### src/rtl/bcd_pkg.sv
// Shared constants and types for the digit-serial BCD adder.
package bcd_pkg;

  localparam int DIGIT_W  = 4;
  localparam int BCD_MAX  = 9;
  localparam int BCD_CORR = 6;

  typedef enum logic [1:0] {
    IDLE,
    RUN,
    DONE
  } state_e;

endpackage

### src/rtl/bcd_digit_add.sv
// Combinational single-digit BCD adder: one decimal digit plus carry.
module bcd_digit_add
  import bcd_pkg::*;
(
  input  logic [DIGIT_W-1:0] da_i,
  input  logic [DIGIT_W-1:0] db_i,
  input  logic               c_i,
  output logic [DIGIT_W-1:0] digit_o,
  output logic               carry_o
);

  logic [DIGIT_W:0] sumBin;

  // Binary add, then apply the +6 decimal correction whenever the total passes nine.
  always_comb begin
    sumBin  = {1'b0, da_i} + {1'b0, db_i} + {{DIGIT_W{1'b0}}, c_i};
    digit_o = sumBin[DIGIT_W-1:0];
    carry_o = 1'b0;
    if (sumBin > (DIGIT_W+1)'(BCD_MAX)) begin
      digit_o = sumBin[DIGIT_W-1:0] + DIGIT_W'(BCD_CORR);
      carry_o = 1'b1;
    end
  end

endmodule

### src/rtl/bcd_serial_adder.sv
// Multi-digit BCD adder that sequences one shared digit adder over all digit
// positions, least-significant digit first, between two valid/ready handshakes.
module bcd_serial_adder
  import bcd_pkg::*;
#(
  parameter int DIGITS = 4
) (
  input  logic                    clk,
  input  logic                    rst_n,
  input  logic                    in_valid,
  output logic                    in_ready,
  input  logic [DIGIT_W*DIGITS-1:0] a,
  input  logic [DIGIT_W*DIGITS-1:0] b,
  input  logic                    ci,
  output logic                    out_valid,
  input  logic                    out_ready,
  output logic [DIGIT_W*DIGITS-1:0] sum,
  output logic                    co,
  output logic                    err
);

  localparam int IDX_W = (DIGITS > 1) ? $clog2(DIGITS) : 1;
  localparam logic [IDX_W-1:0] LAST_IDX = IDX_W'(DIGITS - 1);

  state_e                      state_q;
  logic [DIGIT_W*DIGITS-1:0]   a_q;
  logic [DIGIT_W*DIGITS-1:0]   b_q;
  logic [DIGIT_W*DIGITS-1:0]   sum_q;
  logic [IDX_W-1:0]            idx_q;
  logic                        carry_q;
  logic                        co_q;
  logic                        err_q;
  logic                        inReady_q;
  logic                        outValid_q;

  logic                        err_d;
  logic [DIGIT_W-1:0]          digitA;
  logic [DIGIT_W-1:0]          digitB;
  logic [DIGIT_W-1:0]          digitSum;
  logic                        digitCarry;

  // Flag the operation if any incoming digit of either operand is not a decimal digit.
  always_comb begin
    err_d = 1'b0;
    for (int i = 0; i < DIGITS; i++) begin
      if ((a[i*DIGIT_W +: DIGIT_W] > DIGIT_W'(BCD_MAX)) ||
          (b[i*DIGIT_W +: DIGIT_W] > DIGIT_W'(BCD_MAX))) begin
        err_d = 1'b1;
      end
    end
  end

  // Select the current digit position of both latched operands for the shared adder.
  always_comb begin
    digitA = a_q[idx_q*DIGIT_W +: DIGIT_W];
    digitB = b_q[idx_q*DIGIT_W +: DIGIT_W];
  end

  bcd_digit_add u_digit_add (
    .da_i    (digitA),
    .db_i    (digitB),
    .c_i     (carry_q),
    .digit_o (digitSum),
    .carry_o (digitCarry)
  );

  // Control FSM with registered handshake outputs and the operand/sum datapath.
  always_ff @(posedge clk or negedge rst_n) begin
    if (!rst_n) begin
      state_q    <= IDLE;
      a_q        <= '0;
      b_q        <= '0;
      sum_q      <= '0;
      idx_q      <= '0;
      carry_q    <= 1'b0;
      co_q       <= 1'b0;
      err_q      <= 1'b0;
      inReady_q  <= 1'b0;
      outValid_q <= 1'b0;
    end else begin
      case (state_q)
        IDLE: begin
          inReady_q <= 1'b1;
          if (in_valid && inReady_q) begin
            a_q       <= a;
            b_q       <= b;
            carry_q   <= ci;
            idx_q     <= '0;
            sum_q     <= '0;
            co_q      <= 1'b0;
            err_q     <= err_d;
            inReady_q <= 1'b0;
            state_q   <= RUN;
          end
        end
        RUN: begin
          sum_q[idx_q*DIGIT_W +: DIGIT_W] <= digitSum;
          carry_q <= digitCarry;
          idx_q   <= idx_q + IDX_W'(1);
          if (idx_q == LAST_IDX) begin
            co_q       <= digitCarry;
            outValid_q <= 1'b1;
            state_q    <= DONE;
          end
        end
        DONE: begin
          if (out_ready) begin
            outValid_q <= 1'b0;
            inReady_q  <= 1'b1;
            state_q    <= IDLE;
          end
        end
        default: begin
          state_q    <= IDLE;
          inReady_q  <= 1'b0;
          outValid_q <= 1'b0;
        end
      endcase
    end
  end

  assign in_ready  = inReady_q;
  assign out_valid = outValid_q;
  assign sum       = sum_q;
  assign co        = co_q;
  assign err       = err_q;

endmodule

### config.mk
export PLATFORM = sky130hd
export DESIGN_NAME = bcd_serial_adder
export DESIGN_NICKNAME = d
export VERILOG_FILES = /design/src/rtl/bcd_pkg.sv /design/src/rtl/bcd_digit_add.sv /design/src/rtl/bcd_serial_adder.sv
export SDC_FILE = /design/constraint.sdc
export NUM_CORES = 1
export LEC_CHECK = 0
export ABC_AREA = 1
export CORE_ASPECT_RATIO = 1.2
export CORE_MARGIN = 10
export CORE_UTILIZATION = 55
export CTS_CLUSTER_DIAMETER = 150
export DETAILED_ROUTE_END_ITERATION = 7
export PLACE_DENSITY = 0.84
export SLEW_MARGIN = 20
export SYNTH_ARGS = -nofsm -noshare
export SYNTH_HDL_FRONTEND = slang
export SYNTH_SLANG_ARGS = --single-unit
### constraint.sdc
create_clock -name clk -period 4.2 [get_ports clk]
set_input_delay 0.84 -clock clk [delete_from_list [all_inputs] [get_ports clk]]
set_output_delay 0.84 -clock clk [all_outputs]
set_load 0.03 [all_outputs]
==> results_dict.tcl, run 1 <==
set metrics [dict create \
    grt_pass1_wl_um 11600 \
    postCtsSetupRepairBufs 0 \
    worst_setup_hold_path_clk_slew_ps 60 \
    grt_pass1_vias 2487 \
    number_of_nets_at_the_end_of_the_flow 466 \
    track_usage_pct 16.7 \
    crit_path_max_fanout 13 \
    avgSynthCellArea_um2 8.11 \
    floorplan.initialDensity_pct 56.0 \
    htreeDepth 3 \
    netlist.top_cell.by_area "dfrtp_1" \
    diodes 0 \
    vias_per_cell 5.22 \
    critPathKind "flop to flop" \
    cts_resized 0 \
    worst_margin_pin_slew_ps 670 \
    number_of_instances_in_the_synthesized_netlist 361 \
    detailedPlacementHpwl_um 5440 \
    synthesis.area_mm2 0.00293 \
    cts-buffers-inserted 9 \
    synth_top_cells_by_area "dfrtp_1 (49%), nand2_1 (14%), o21ai_0 (5.1%), inv_1 (4.5%), ha_1 (3.4%)" \
    timing.critical_path.from_type "flop" \
    antenna_violating_nets_post_route 0 \
    run_status "finished clean" \
    detailedRoute.firstPassIterationCount 4 \
    drt-wirelength-per-cell_um 14.5 \
    ys_seq_elements 57 \
    cp.arrival_ps 3280 \
    clock.fmax_ghz 0.331 \
    layout_worst_path_cycle_share_pct 72.0 \
    finalSetupViolCount 0 \
    insertion_delay_ps 340 \
    cts_tree "done" \
    routed_wl_um 7000 \
    final_hold_vio_count 0 \
    synthToLayoutAreaGrowth_pct 26.7 \
    io_buffers 56 \
    post_cts_hold_buffer_count 0 \
    fin_setup_tns_ps 0 \
    die_area_mm2 0.00865 \
    grt_setup_unrepaired "no" \
    clock-sinks 57 \
    max-cap-violations 0 \
    remaining_drc_errors 0 \
    timing.final.ws_setup_ps 1180 \
    drive_above_1_share_pct 10.9 \
    overflow 0 \
    synthesis.yosys.warnings 0 \
    fp-row-count 29 \
    drt_iter0_markers 119 \
    place_worst_setup_slack_ps 1200 \
    floorplan.die.width_um 86.6 \
    chipHeight_um 99.9 \
    period_needed_ps 3020 \
    fp.coreArea_mm2 0.00523 \
    finClkSkew_ps 5.24 \
    synth-seq-area-share_pct 48.7 \
    root_cell_of_the_clock_tree "clkbuf_8" \
    n_fill_cell 456 \
    antenna_violations_before_repair 0 \
    report.final.slew_viol_count 0 \
    max-clock-path-buffers 2 \
    vias 2525 \
    place_congestion 0.869 \
    synth.distinct_cells 31 \
    worst_case_headroom_to_the_max_slew_limit_pct 55.2 \
    grt_max_degree 46 \
    synth_top_cell_area_share_pct 48.7 \
    end_kind "flop" \
    crit_required_ps 4450 \
    io-pin-count 57 \
    worst_hold_check_path_type "flop to flop" \
    synth.net_count 408 \
]
## metrics by stage
stage | util (%) | cell area (um2) | hold slack, ps | std cells
floorplan | - | 2930 | 437 | 361
finish | 71.0 | 3710 | 471 | 484
detailed placement | 67.5 | 3530 | 457 | 470
global placement | 67.5 | 3530 | 453 | 470
CTS | 71.0 | 3710 | 472 | 484
global route | 71.0 | 3710 | 485 | 484
## flip-flops by register name, summed over array words and instances (netlist names), 2 cells and up
signal,flops
a_q,16
b_q,16
idx_q,2
state_q,2
sum,16
## worst max-delay path: stages, from the launching register on
cell and delay (ps):
dfrtp_1 470, inv_1 240, o21ai_0 130, o22ai_1 110, fa_1 450, fa_1 540
inv_1 80, ha_1 190, inv_1 70, nor2_1 50, a21oi_2 110, nand2_2 90
nand2_4 90, nand2_2 50, nand2_2 80, nand3_1 70, o21ai_1 110
## per-layer routing
| layer | up-vias | part of all wire, % | global-route usage, % |
|---|---|---|---|
| li1 | 1278 | - | - |
| met1 | 1175 | 41 | 18.2 |
| met2 | 63 | 52 | 29.2 |
| met3 | 9 | 5.7 | 6.40 |
| met4 | 0 | 1.4 | 4.99 |
| met5 | - | 0 | 0 |
## cell families after synthesis
| kind of cell | count (synthesis) | share of synthesized area, % |
|---|---|---|
| adder cells (fa/ha/maj) | 10 | 4.79 |
| AO/OA/AOI/OAI | 69 | 13.1 |
| flip-flops | 57 | 48.7 |
| AND/OR/NAND/NOR | 171 | 25.9 |
| buffers and inverters | 54 | 7.44 |
## path summary, 6_finish.rpt
| kind | from | to | slack (ps) | depth (start not counted) |
|---|---|---|---|---|
| min | a_q[5] | a_q[5] | 470 | 2 |
| max in group asynchronous | rst_n | a_q[8] | 2890 | 2 |
| min in group asynchronous | rst_n | sum[8] | 500 | 1 |
| max | idx_q[1] | sum[9] | 1180 | 16 |
| max reg2reg | idx_q[1] | sum[9] | 1180 | 16 |
| min reg2reg | a_q[5] | a_q[5] | 470 | 2 |
## Yosys cell counts
library cell    n
inv_2           6
nand2_1       107
a21oi_1         6
a22o_1          1
a21oi_2         2
nor3_2          2
nor2_1         20
o22ai_1         8
fa_1            2
nand2_4         1
clkbuf_1        5
nand3_1        16
nand3b_1        1
buf_4           2
o21bai_1        1
nor3_4          1
o21ai_1        18
o21bai_2        2
or2_2           1
nand4_1         6
nor3b_1         1
nand4_2         1
buf_2           6
o31ai_1         1
dfrtp_1        57
nand2_2         9
o21ai_0        30
ha_1            8
nor2_2          2
nor3_1          3
inv_1          35
## cell type report
cell class	instances	area, um2	area share (%)
clock inverters	4	45.0	1.21
inverters	41	154	4.15
repair buffers	60	586	15.8
well taps	62	77.6	2.09
multi-input cells	250	1280	34.6
flip-flops and latches	57	1430	38.4
clock buffers	10	138	3.71
## cell usage in the layout (no fill, tap or decap), types with 2 or more instances in the layout
cell type,instances
nor2_1,20
nor2_2,2
fa_1,2
o21ai_1,18
inv_1,35
nand2_2,9
o21bai_2,2
inv_2,6
ha_1,8
nand2_1,107
nand3_1,16
clkinv_2,3
dfrtp_1,57
nor3_1,3
clkbuf_8,10
o21ai_0,30
a21oi_1,6
clkdlybuf4s50_1,55
nand4_1,6
buf_4,4
nor3_2,2
o22ai_1,8
a21oi_2,2
Power of run 1 is not shown: default switching activity piles up to over one toggle a cycle in this logic, so the estimate is an artifact.
==> inputs of run 2 (changes only) <==
Settings changed: CORE_UTILIZATION 55 to 52, PLACE_DENSITY 0.84 to 0.8.
Clock period 4.2 ns to 2.8 ns, I/O delays scaled along.
==> results_dict.tcl, run 2 (synthesis results as in run 1) <==
set metrics [dict create \
    run_status "finished clean" \
    max-cap-violations 0 \
    worst_margin_pin_slew_ps 743 \
    vias 2605 \
    worst_case_headroom_to_the_max_slew_limit_pct 50.5 \
    drt_iter0_markers 106 \
    worst_reg2reg_path_startpoint "idx_q[0]" \
    worst_setup_hold_path_clk_slew_ps 70 \
    worst-r2r-setup-slack_ps 30 \
    root_cell_of_the_clock_tree "clkbuf_8" \
    synthToLayoutAreaGrowth_pct 33.8 \
    detailedPlacementHpwl_um 5420 \
    clock.fmax_ghz 0.361 \
    io_buffers 56 \
    floorplan.die.width_um 88.5 \
    fp-row-count 29 \
    drive_above_1_share_pct 17.0 \
    layout.cells.most_common_list "nand2_1 (107), dfrtp_1 (56), clkdlybuf4s50_1 (55)" \
    clock-sinks 57 \
    vias_per_cell 5.24 \
    layout_worst_path_cycle_share_pct 98.9 \
    fin_setup_tns_ps 0 \
    report.final.slew_viol_count 0 \
    regToRegEndpoint "sum[11]" \
    die_area_mm2 0.00904 \
    fin_util_pct 72.9 \
    routed_wl_um 7360 \
    detailedRoute.firstPassIterationCount 4 \
    antenna_violating_nets_post_route 0 \
    grt_pass1_wl_um 11700 \
    cts_tree "done" \
    track_usage_pct 16.7 \
    chipHeight_um 102 \
    final_common_cell "nand2_1" \
    io-pin-count 57 \
    overflow 0 \
    post_cts_hold_buffer_count 0 \
    dpl_cell_area_mm2 0.00359 \
    grt_pass1_vias 2575 \
    crit_path_max_fanout 6 \
    diodes 0 \
    ff2ff_path_depth 15 \
    number_of_nets_at_the_end_of_the_flow 477 \
    timing.critical_path.from_type "flop" \
    grt_max_degree 46 \
    finClkSkew_ps 9.84 \
    max-clock-path-buffers 2 \
    antenna_violations_before_repair 0 \
    end_kind "flop" \
    crit_required_ps 3010 \
    cts-buffers-inserted 9 \
    n_fill_cell 416 \
    finalInstanceArea_mm2 0.00392 \
    insertion_delay_ps 340 \
    htreeDepth 3 \
    finalSetupViolCount 0 \
    final_hold_vio_count 0 \
    fp.coreArea_mm2 0.00537 \
    drt-wirelength-per-cell_um 14.8 \
    place_congestion 0.892 \
    period_needed_ps 2770 \
    remaining_drc_errors 0 \
    grt_setup_unrepaired "yes" \
    cp.arrival_ps 2980 \
    worst_hold_check_path_type "primary input to asynchronous set/reset pin" \
    floorplan.initialDensity_pct 54.5 \
    critPathKind "flop to flop" \
]
[run 2: through the flow]
step | hold WS [ps] | setup slack, ps | cells
2_1_floorplan | 264 | 23.7 | 361
3_3_place_gp | 450 | 110 | 478
3_5_place_dp | 454 | 13.6 | 478
4_1_cts | 308 | 27.8 | 495
5_1_grt | 360 | -115 | 497
6_report | 284 | 31.1 | 497
[run 2: metal layers]
metal	part of all wire (%)	GRT usage [%]	vias up
li1	-	-	1302
met1	41	18.3	1216
met2	53	28.7	71
met3	4.7	4.22	16
met4	2.2	9.46	0
met5	0	0	-
[run 2: final cells by class]
| type | instances | area, um2 | share of cell area, % |
|---|---|---|---|
| tap | 62 | 77.6 | 1.98 |
| inverter | 41 | 156 | 3.99 |
| sequential | 57 | 1430 | 36.5 |
| timing repair buffer | 71 | 679 | 17.3 |
| clock buffer | 10 | 128 | 3.26 |
| multi-input combinational | 250 | 1370 | 34.9 |
| clock inverter | 6 | 82.6 | 2.11 |
[run 2: what timing repair did]
action / 4_1_cts / 5_1_grt
setup endpoints to repair: 7 / 14
pin swaps: 0 / 9
setup buffers: 1 / 2
cloned: 0 / 0
resized for setup: 1 / 29
[run 2: worst max-delay path by stage]
stage             start      end  slack [ps]  cells past startpoint
2_1_floorplan  idx_q[0]  sum[15]          20                     16
3_3_place_gp   idx_q[0]  sum[10]         110                     17
3_5_place_dp   idx_q[0]   sum[7]          10                     16
4_1_cts        idx_q[0]   sum[7]          30                     15
5_1_grt        idx_q[0]  sum[13]        -110                     16
6_report       idx_q[0]  sum[11]          30                     15
[run 2: worst max-delay path, stage by stage (launching register included)]
cell and delay [ps]:
dfrtp_2 450, inv_4 70, o21ai_2 130, o22ai_2 110, fa_2 420, fa_2 590
inv_2 60, ha_4 160, inv_2 50, nor2_1 40, a21oi_2 110, nand2_2 90
nand2_4 90, nand2_2 90, nand4_1 110, o21ai_1 80
Power of run 2 is left out for the same reason.
==> inputs of run 3 (changes only) <==
Settings changed: HOLD_SLACK_MARGIN from default to 0.08.
==> results of run 3 <==
Same layout as run 2: the final DEF is identical, and so are final timing and power.
Power of run 3 is left out for the same reason.
